**src/rtl/murmur_bloom_filter_if.sv**
```systemverilog
// Handshake bundle for murmur_bloom_filter: word input, result output, clear and status.
// A transfer happens on any clock edge where valid & ready are both high; the sender holds its payload stable until then.
interface murmur_bloom_filter_if #(
  parameter int WORD_BITS   = 256,
  parameter int FILTER_BITS = 256
);
  localparam int IW = $clog2(FILTER_BITS);

  logic                 in_valid;
  logic                 in_ready;
  logic [WORD_BITS-1:0] in_word;
  logic                 in_insert;
  logic                 clear;
  logic                 out_valid;
  logic                 out_ready;
  logic                 out_present;
  logic [31:0]          out_hash;
  logic                 busy;
  logic [IW:0]          fill_count;
  logic [2:0]           dbg_state;

  modport slave (
    input  in_valid, in_word, in_insert, clear, out_ready,
    output in_ready, out_valid, out_present, out_hash, busy, fill_count, dbg_state
  );

  modport master (
    output in_valid, in_word, in_insert, clear, out_ready,
    input  in_ready, out_valid, out_present, out_hash, busy, fill_count, dbg_state
  );
endinterface

```
**src/rtl/murmur_bloom_filter.sv**
```systemverilog
// Bloom-filter membership engine hashing each word with NUM_HASHES seeded MurmurHash3-32 block chains.
// Define MURMUR_BLOOM_FMIX_EN to add the one-cycle MurmurHash3 finaliser (FINAL state) before indexing.
module murmur_bloom_filter #(
  parameter int          WORD_BITS   = 256,
  parameter int          FILTER_BITS = 256,
  parameter int          NUM_HASHES  = 2,
  parameter logic [31:0] SEED0       = 32'hF00DBAAD
) (
  input  logic                clock,
  input  logic                reset,
  murmur_bloom_filter_if.slave bus
);
  localparam int NB   = WORD_BITS / 32;
  localparam int IW   = $clog2(FILTER_BITS);
  localparam int CW   = (NB > 1) ? $clog2(NB) : 1;
  localparam int NCLR = FILTER_BITS / 32;
  localparam int KW   = $clog2(NCLR);

  typedef enum logic [2:0] {
    S_IDLE   = 3'd0,
    S_HASH   = 3'd1,
    S_FINAL  = 3'd2,
    S_UPDATE = 3'd3,
    S_DONE   = 3'd4,
    S_CLEAR  = 3'd5
  } state_t;

  state_t               r_state;
  state_t               w_next;
  logic [CW-1:0]        r_chunk;
  logic [KW-1:0]        r_clr_idx;
  logic [WORD_BITS-1:0] r_word;
  logic                 r_insert;
  logic [31:0]          r_h [NUM_HASHES];
  logic [FILTER_BITS-1:0] r_filter;
  logic [IW:0]          r_fill;
  logic                 r_present;
  logic [31:0]          r_hash;
  logic                 r_clr_pend;

  logic                 w_in_ready;
  logic                 w_accept;
  logic                 w_last_chunk;
  logic                 w_last_clr;
  logic [31:0]          w_chunk;
  logic [IW-1:0]        w_idx [NUM_HASHES];
  logic                 w_present;
  logic [FILTER_BITS-1:0] w_set;
  logic [2:0]           w_add;

  function automatic logic [31:0] seed_of(input int j);
    return SEED0 + 32'(j) * 32'h9E3779B9;
  endfunction

  function automatic logic [31:0] mm_block(input logic [31:0] h_in, input logic [31:0] c);
    logic [31:0] k;
    logic [31:0] h;
    k = c * 32'hcc9e2d51;
    k = {k[16:0], k[31:17]};
    k = k * 32'h1b873593;
    h = h_in ^ k;
    h = {h[18:0], h[31:19]};
    return h * 32'd5 + 32'he6546b64;
  endfunction

`ifdef MURMUR_BLOOM_FMIX_EN
  function automatic logic [31:0] mm_fmix(input logic [31:0] h_in);
    logic [31:0] h;
    h = h_in ^ 32'(WORD_BITS / 8);
    h = h ^ (h >> 16);
    h = h * 32'h85ebca6b;
    h = h ^ (h >> 13);
    h = h * 32'hc2b2ae35;
    return h ^ (h >> 16);
  endfunction
`endif

  // Reset is also an input-side gate so nothing can be accepted while it is held.
  assign w_in_ready   = reset && (r_state == S_IDLE) && !bus.clear && !r_clr_pend;
  assign w_accept     = bus.in_valid && w_in_ready;
  assign w_last_chunk = (r_chunk == CW'(NB - 1));
  assign w_last_clr   = (r_clr_idx == KW'(NCLR - 1));

  always_comb begin
    w_chunk = '0;
    for (int i = 0; i < NB; i++) begin
      if (r_chunk == CW'(i)) w_chunk = r_word[32*i +: 32];
    end
  end

  // w_set accumulates the probed bits so a repeated index is only counted once.
  always_comb begin
    w_present = 1'b1;
    w_set     = '0;
    w_add     = '0;
    for (int j = 0; j < NUM_HASHES; j++) begin
      w_idx[j]  = r_h[j][IW-1:0];
      w_present = w_present & r_filter[w_idx[j]];
      if (!r_filter[w_idx[j]] && !w_set[w_idx[j]]) w_add = w_add + 3'd1;
      w_set[w_idx[j]] = 1'b1;
    end
  end

  always_ff @(posedge clock or negedge reset) begin
    if (!reset) r_state <= S_IDLE;
    else        r_state <= w_next;
  end

  always_comb begin
    w_next = r_state;
    case (r_state)
      S_IDLE: begin
        if (bus.clear || r_clr_pend) w_next = S_CLEAR;
        else if (w_accept)           w_next = S_HASH;
      end
      S_HASH: begin
`ifdef MURMUR_BLOOM_FMIX_EN
        if (w_last_chunk) w_next = S_FINAL;
`else
        if (w_last_chunk) w_next = S_UPDATE;
`endif
      end
      S_FINAL:  w_next = S_UPDATE;
      S_UPDATE: w_next = S_DONE;
      S_DONE: begin
        if (bus.out_ready) w_next = (r_clr_pend || bus.clear) ? S_CLEAR : S_IDLE;
      end
      S_CLEAR: begin
        if (w_last_clr) w_next = S_IDLE;
      end
      default: w_next = S_IDLE;
    endcase
  end

  always_ff @(posedge clock or negedge reset) begin
    if (!reset) begin
      r_clr_pend <= 1'b0;
    end else if (w_next == S_CLEAR && r_state != S_CLEAR) begin
      r_clr_pend <= 1'b0;
    end else if (bus.clear && r_state != S_IDLE && r_state != S_CLEAR) begin
      r_clr_pend <= 1'b1;
    end
  end

  always_ff @(posedge clock or negedge reset) begin
    if (!reset) begin
      r_chunk   <= '0;
      r_clr_idx <= '0;
      r_word    <= '0;
      r_insert  <= 1'b0;
      r_filter  <= '0;
      r_fill    <= '0;
      r_present <= 1'b0;
      r_hash    <= '0;
      for (int j = 0; j < NUM_HASHES; j++) r_h[j] <= '0;
    end else begin
      case (r_state)
        S_IDLE: begin
          if (w_accept && !r_clr_pend) begin
            r_word   <= bus.in_word;
            r_insert <= bus.in_insert;
            r_chunk  <= '0;
            for (int j = 0; j < NUM_HASHES; j++) r_h[j] <= seed_of(j);
          end
        end
        S_HASH: begin
          for (int j = 0; j < NUM_HASHES; j++) r_h[j] <= mm_block(r_h[j], w_chunk);
          r_chunk <= w_last_chunk ? '0 : r_chunk + CW'(1);
        end
`ifdef MURMUR_BLOOM_FMIX_EN
        S_FINAL: begin
          for (int j = 0; j < NUM_HASHES; j++) r_h[j] <= mm_fmix(r_h[j]);
        end
`endif
        S_UPDATE: begin
          r_present <= w_present;
          r_hash    <= r_h[0];
          if (r_insert) begin
            r_filter <= r_filter | w_set;
            r_fill   <= r_fill + (IW+1)'(w_add);
          end
        end
        S_CLEAR: begin
          for (int i = 0; i < NCLR; i++) begin
            if (r_clr_idx == KW'(i)) r_filter[32*i +: 32] <= '0;
          end
          if (w_last_clr) begin
            r_clr_idx <= '0;
            r_fill    <= '0;
          end else begin
            r_clr_idx <= r_clr_idx + KW'(1);
          end
        end
        default: ;
      endcase
    end
  end

  assign bus.in_ready    = w_in_ready;
  assign bus.out_valid   = (r_state == S_DONE);
  assign bus.out_present = r_present;
  assign bus.out_hash    = r_hash;
  assign bus.busy        = (r_state != S_IDLE);
  assign bus.fill_count  = r_fill;
  assign bus.dbg_state   = r_state;
endmodule

```
**src/flat_wrapper.sv**
```systemverilog
// flat-port wrapper written by rule: the top's interface ports become plain ports
module murmur_bloom_filter_flat 
#(
  parameter int          WORD_BITS   = 256,
  parameter int          FILTER_BITS = 256,
  parameter int          NUM_HASHES  = 2,
  parameter logic [31:0] SEED0       = 32'hF00DBAAD
)
  (clock, reset, bus_in_valid, bus_in_word, bus_in_insert, bus_clear, bus_out_ready, bus_in_ready, bus_out_valid, bus_out_present, bus_out_hash, bus_busy, bus_fill_count, bus_dbg_state);
  murmur_bloom_filter_if #(.WORD_BITS(WORD_BITS), .FILTER_BITS(FILTER_BITS)) bus_i ();
  input  logic clock;
  input  logic reset;
  input wire logic [$bits(bus_i.in_valid)-1:0] bus_in_valid;
  input wire logic [$bits(bus_i.in_word)-1:0] bus_in_word;
  input wire logic [$bits(bus_i.in_insert)-1:0] bus_in_insert;
  input wire logic [$bits(bus_i.clear)-1:0] bus_clear;
  input wire logic [$bits(bus_i.out_ready)-1:0] bus_out_ready;
  output wire logic [$bits(bus_i.in_ready)-1:0] bus_in_ready;
  output wire logic [$bits(bus_i.out_valid)-1:0] bus_out_valid;
  output wire logic [$bits(bus_i.out_present)-1:0] bus_out_present;
  output wire logic [$bits(bus_i.out_hash)-1:0] bus_out_hash;
  output wire logic [$bits(bus_i.busy)-1:0] bus_busy;
  output wire logic [$bits(bus_i.fill_count)-1:0] bus_fill_count;
  output wire logic [$bits(bus_i.dbg_state)-1:0] bus_dbg_state;
  assign bus_i.in_valid = bus_in_valid;
  assign bus_i.in_word = bus_in_word;
  assign bus_i.in_insert = bus_in_insert;
  assign bus_i.clear = bus_clear;
  assign bus_i.out_ready = bus_out_ready;
  assign bus_in_ready = bus_i.in_ready;
  assign bus_out_valid = bus_i.out_valid;
  assign bus_out_present = bus_i.out_present;
  assign bus_out_hash = bus_i.out_hash;
  assign bus_busy = bus_i.busy;
  assign bus_fill_count = bus_i.fill_count;
  assign bus_dbg_state = bus_i.dbg_state;
  murmur_bloom_filter #(.WORD_BITS(WORD_BITS), .FILTER_BITS(FILTER_BITS), .NUM_HASHES(NUM_HASHES), .SEED0(SEED0)) u_core (.clock(clock), .reset(reset), .bus(bus_i));
endmodule
```
**config.mk**
```make
export PLATFORM = sky130hd
export DESIGN_NAME = murmur_bloom_filter_flat
export DESIGN_NICKNAME = d
export VERILOG_FILES = /design/src/rtl/murmur_bloom_filter_if.sv /design/src/rtl/murmur_bloom_filter.sv /design/src/flat_wrapper.sv
export SDC_FILE = /design/constraint.sdc
export NUM_CORES = 2
export LEC_CHECK = 0
export ABC_AREA = 1
export BUFFER_PORTS_ARGS = -buffer_cell sky130_fd_sc_hd__clkbuf_2
export CAP_MARGIN = 15
export CELL_PAD_IN_SITES_DETAIL_PLACEMENT = 1
export CELL_PAD_IN_SITES_GLOBAL_PLACEMENT = 1
export CORE_MARGIN = 2
export CORE_UTILIZATION = 25
export DETAILED_ROUTE_END_ITERATION = 10
export PLACE_DENSITY = 0.57
export SKIP_LAST_GASP = 1
export SYNTH_ARGS = -nofsm -noshare
export SYNTH_HDL_FRONTEND = slang
export SYNTH_SLANG_ARGS = --single-unit
```
**constraint.sdc**
```tcl
create_clock -name clock -period 16.8 [get_ports clock]
set_clock_uncertainty 0.2 [all_clocks]
set_input_delay 1.68 -clock clock [delete_from_list [all_inputs] [get_ports clock]]
set_output_delay 1.68 -clock clock [all_outputs]
set_load 0.05 [all_outputs]
```
==> flow_metrics.tcl <==
set metrics [dict create \
    status "complete, no violations" \
    root_buffer "clkbuf_16" \
    async_flop_share_pct 100 \
    worst_pin_slew_ns 1.21 \
    r2r_start "u_core.r_chunk[0]" \
    hold_buffers 0 \
    die_h_um 477 \
    path_clk_slew_ns 0.06 \
    regToRegSetupSlack_ns 0.49 \
    fin_hold_ws_ns 0.273 \
    drv_slew 0 \
    grt_pass1_wl_um 370000 \
    grt_overflow 0 \
    postRouteAntennaNets 0 \
    synth_area_leaders "dfrtp_1, fa_1, ha_1" \
    io_buffer_count 309 \
    hp-start "u_core.bus.fill_count[8]" \
    max_slew_margin_pct 19.2 \
    htree_num_levels 3 \
    vias 53600 \
    start_kind "flip-flop" \
    maxCapViolCount 0 \
    synth.avg_cell_area_sq_um 8.01 \
    syn_to_final_growth_pct 24.9 \
    finalSetupViolCount 0 \
    setup.worst_path.class "reg -> reg" \
    path_max_fanout 8 \
    cts.sinks 629 \
    yosysMostFrequentCell "inv_1" \
    yosysSeqAreaShare_pct 28.1 \
    min-delay-path-class "reg -> reg" \
    syn-cell-area_sq_um 55900 \
    drt_wl_total_um 250000 \
    drt-pass1-iter-count 5 \
    fillCellCount 26700 \
    critPathMostFrequentCell "inv_1" \
    max_clock_freq_ghz 0.0613 \
    r2r_cells 76 \
    end_kind "flip-flop" \
    synth_common_cells "inv_1, nand2_1, o21ai_0" \
    ioPinCount 310 \
    synth_edf_count 0 \
    wl_per_cell_um 23.3 \
    std_cell_rows 173 \
    die_w_um 477 \
    viasPerCell 4.99 \
    grt_pass1_vias 57100 \
    clock_latency_ns 0.74 \
    antenna_found_initial 10 \
    slowest_delay_ns 0.60 \
    cts_tree "yes" \
    period_minus_slack_ns 16.31 \
    hold_end "u_core.bus.fill_count[8]" \
    cts_made_buffers 81 \
    yosysTopAreaCellShare_pct 28.1 \
    grtUsageTotal_pct 21.4 \
    syn_inst 6981 \
    dieArea_sq_um 228000 \
    nets 8837 \
    final_hold_viol_count 0 \
    cp.arrival_ns 16.69 \
    hold_depth 1 \
    ys_types 68 \
    syn_nets 8110 \
    grt_max_degree 141 \
    synth_area_leader_cell "dfrtp_1" \
    core_sq_um 222000 \
    dpl.hpwl_um 187000 \
    crit_slowest_cell "fa_2" \
    clk_path_buf_depth 3 \
    ys.warnings.count 0 \
    drcViolationCount 0 \
    drtIter0Drc 3710 \
    start_util_pct 25.2 \
    gp_congestion 0.915 \
    required_ns 17.18 \
    drive_gt1_share_pct 21.1 \
    fin_crit_sh_pct 97.1 \
    synthFlopType "dfrtp_1" \
    reg2reg_to "u_core.r_h[54]" \
    ys_ff_latch 629 \
]
## layer usage
metal  part of all wire, %  global-route usage [%]  vias to the layer above
li1                      -                       -                    24400
met1                    45                    28.9                    27200
met2                    46                    35.2                     1628
met3                   5.3                    2.62                      438
met4                   4.1                    7.26                        4
met5                 0.012                       0                        -
## worst max-delay path: cells and delay by family (launching register included)
family	cells	cell delay, ns
XOR/XNOR	4	0.64
buffers and inverters	25	2.39
flip-flops	1	0.44
AO/OA/AOI/OAI	16	2.21
AND/OR/NAND/NOR	9	1.35
adder cells (fa/ha/maj)	22	8.86
## area by class of cell
class                      instances  area (sq um)  share of cell area [%]
inverter                        1355          5110                    7.32
tap                             2975          3720                    5.33
multi-input combinational       4680         35800                    51.2
clock buffer                     120          2370                    3.40
clock inverter                    26           413                   0.591
timing repair buffer             961          6750                    9.65
antenna                            3          7.51                  0.0107
sequential                       629         15700                    22.5
## repair_timing
item / CTS / global route
pin swaps: 1 / 153
resized for setup: 23 / 368
setup endpoints to repair: 39 / 48
setup buffers: 3 / 48
cloned: 0 / 1
## layout by cell type (no fill, tap or decap), types with 15 or more instances in the layout
cell type  count
clkbuf_1      19
a21oi_2       39
xor2_1       101
xor2_2        15
nor3_1        25
ha_1         443
o221ai_1      22
nand2_1     1191
nor2_2        18
o21ai_1       29
nand4_1       43
buf_12        17
dfrtp_1      629
clkbuf_2     308
inv_2         41
a31oi_1       30
o21ai_0      658
nand3b_1      17
fa_1         336
buf_4        619
o211ai_1      28
clkbuf_16     82
a21oi_1      413
mux2_2       150
nand3_1      147
ha_4          57
inv_1       1302
nor2_1       177
nand2_2       44
o22ai_1      392
xnor2_1       41
fa_2          19
clkbuf_8      20
## metrics by stage
stage / TNS [ns] / cells / area (sq um) / setup slack, ns / utilization [%]
floorplan: 0 / 6981 / 55900 / 0.723 / -
global placement: -2.05 / 10500 / 64700 / -0.181 / 29.1
detailed placement: -10.64 / 10500 / 64700 / -0.489 / 29.1
CTS: 0 / 10700 / 67600 / 0.00573 / 30.4
global route: -3.78 / 10700 / 69900 / -0.212 / 31.4
finish: 0 / 10700 / 69900 / 0.493 / 31.4
## how the worst max path moves through the flow
stage | startpoint | endpoint | slack (ns) | cells past startpoint
after floorplan | u_core.r_chunk[0] | u_core.r_h[29] | 0.72 | 76
after global placement | u_core.r_chunk[0] | u_core.r_h[24] | -0.18 | 74
after detailed placement | u_core.r_chunk[0] | u_core.r_h[24] | -0.49 | 73
after CTS | u_core.r_chunk[0] | u_core.r_h[63] | 0.006 | 76
after global routing | u_core.r_chunk[0] | u_core.r_h[56] | -0.21 | 82
final | u_core.r_chunk[0] | u_core.r_h[54] | 0.49 | 76
## registers in the layout, indices dropped and copies added (netlist names)
| name | count |
|---|---|
| u_core.r_clr_pend | 1 |
| u_core.r_filter | 256 |
| u_core.bus.fill_count | 9 |
| u_core.r_clr_idx | 3 |
| u_core.bus.dbg_state | 3 |
| u_core.r_insert | 1 |
| u_core.bus.out_hash | 32 |
| u_core.r_chunk | 3 |
| u_core.bus.out_present | 1 |
| u_core.r_word | 256 |
| u_core.r_h | 64 |
## kinds of logic after synthesis
| kind of cell | count (synthesis) | synth area share (%) |
|---|---|---|
| and+or+nand+nor | 1745 | 12.9 |
| adders and majority gates | 867 | 24.2 |
| AOI/OAI and AO/OA | 1751 | 17.5 |
| DFF | 629 | 28.1 |
| muxes | 150 | 3.02 |
| xor gates and xnor gates | 167 | 2.72 |
| buffers and inverters | 1672 | 11.5 |
Power is left out: the tool's default activity adds up to more than one toggle a clock period on the data nets, which glitch-free logic cannot reach.
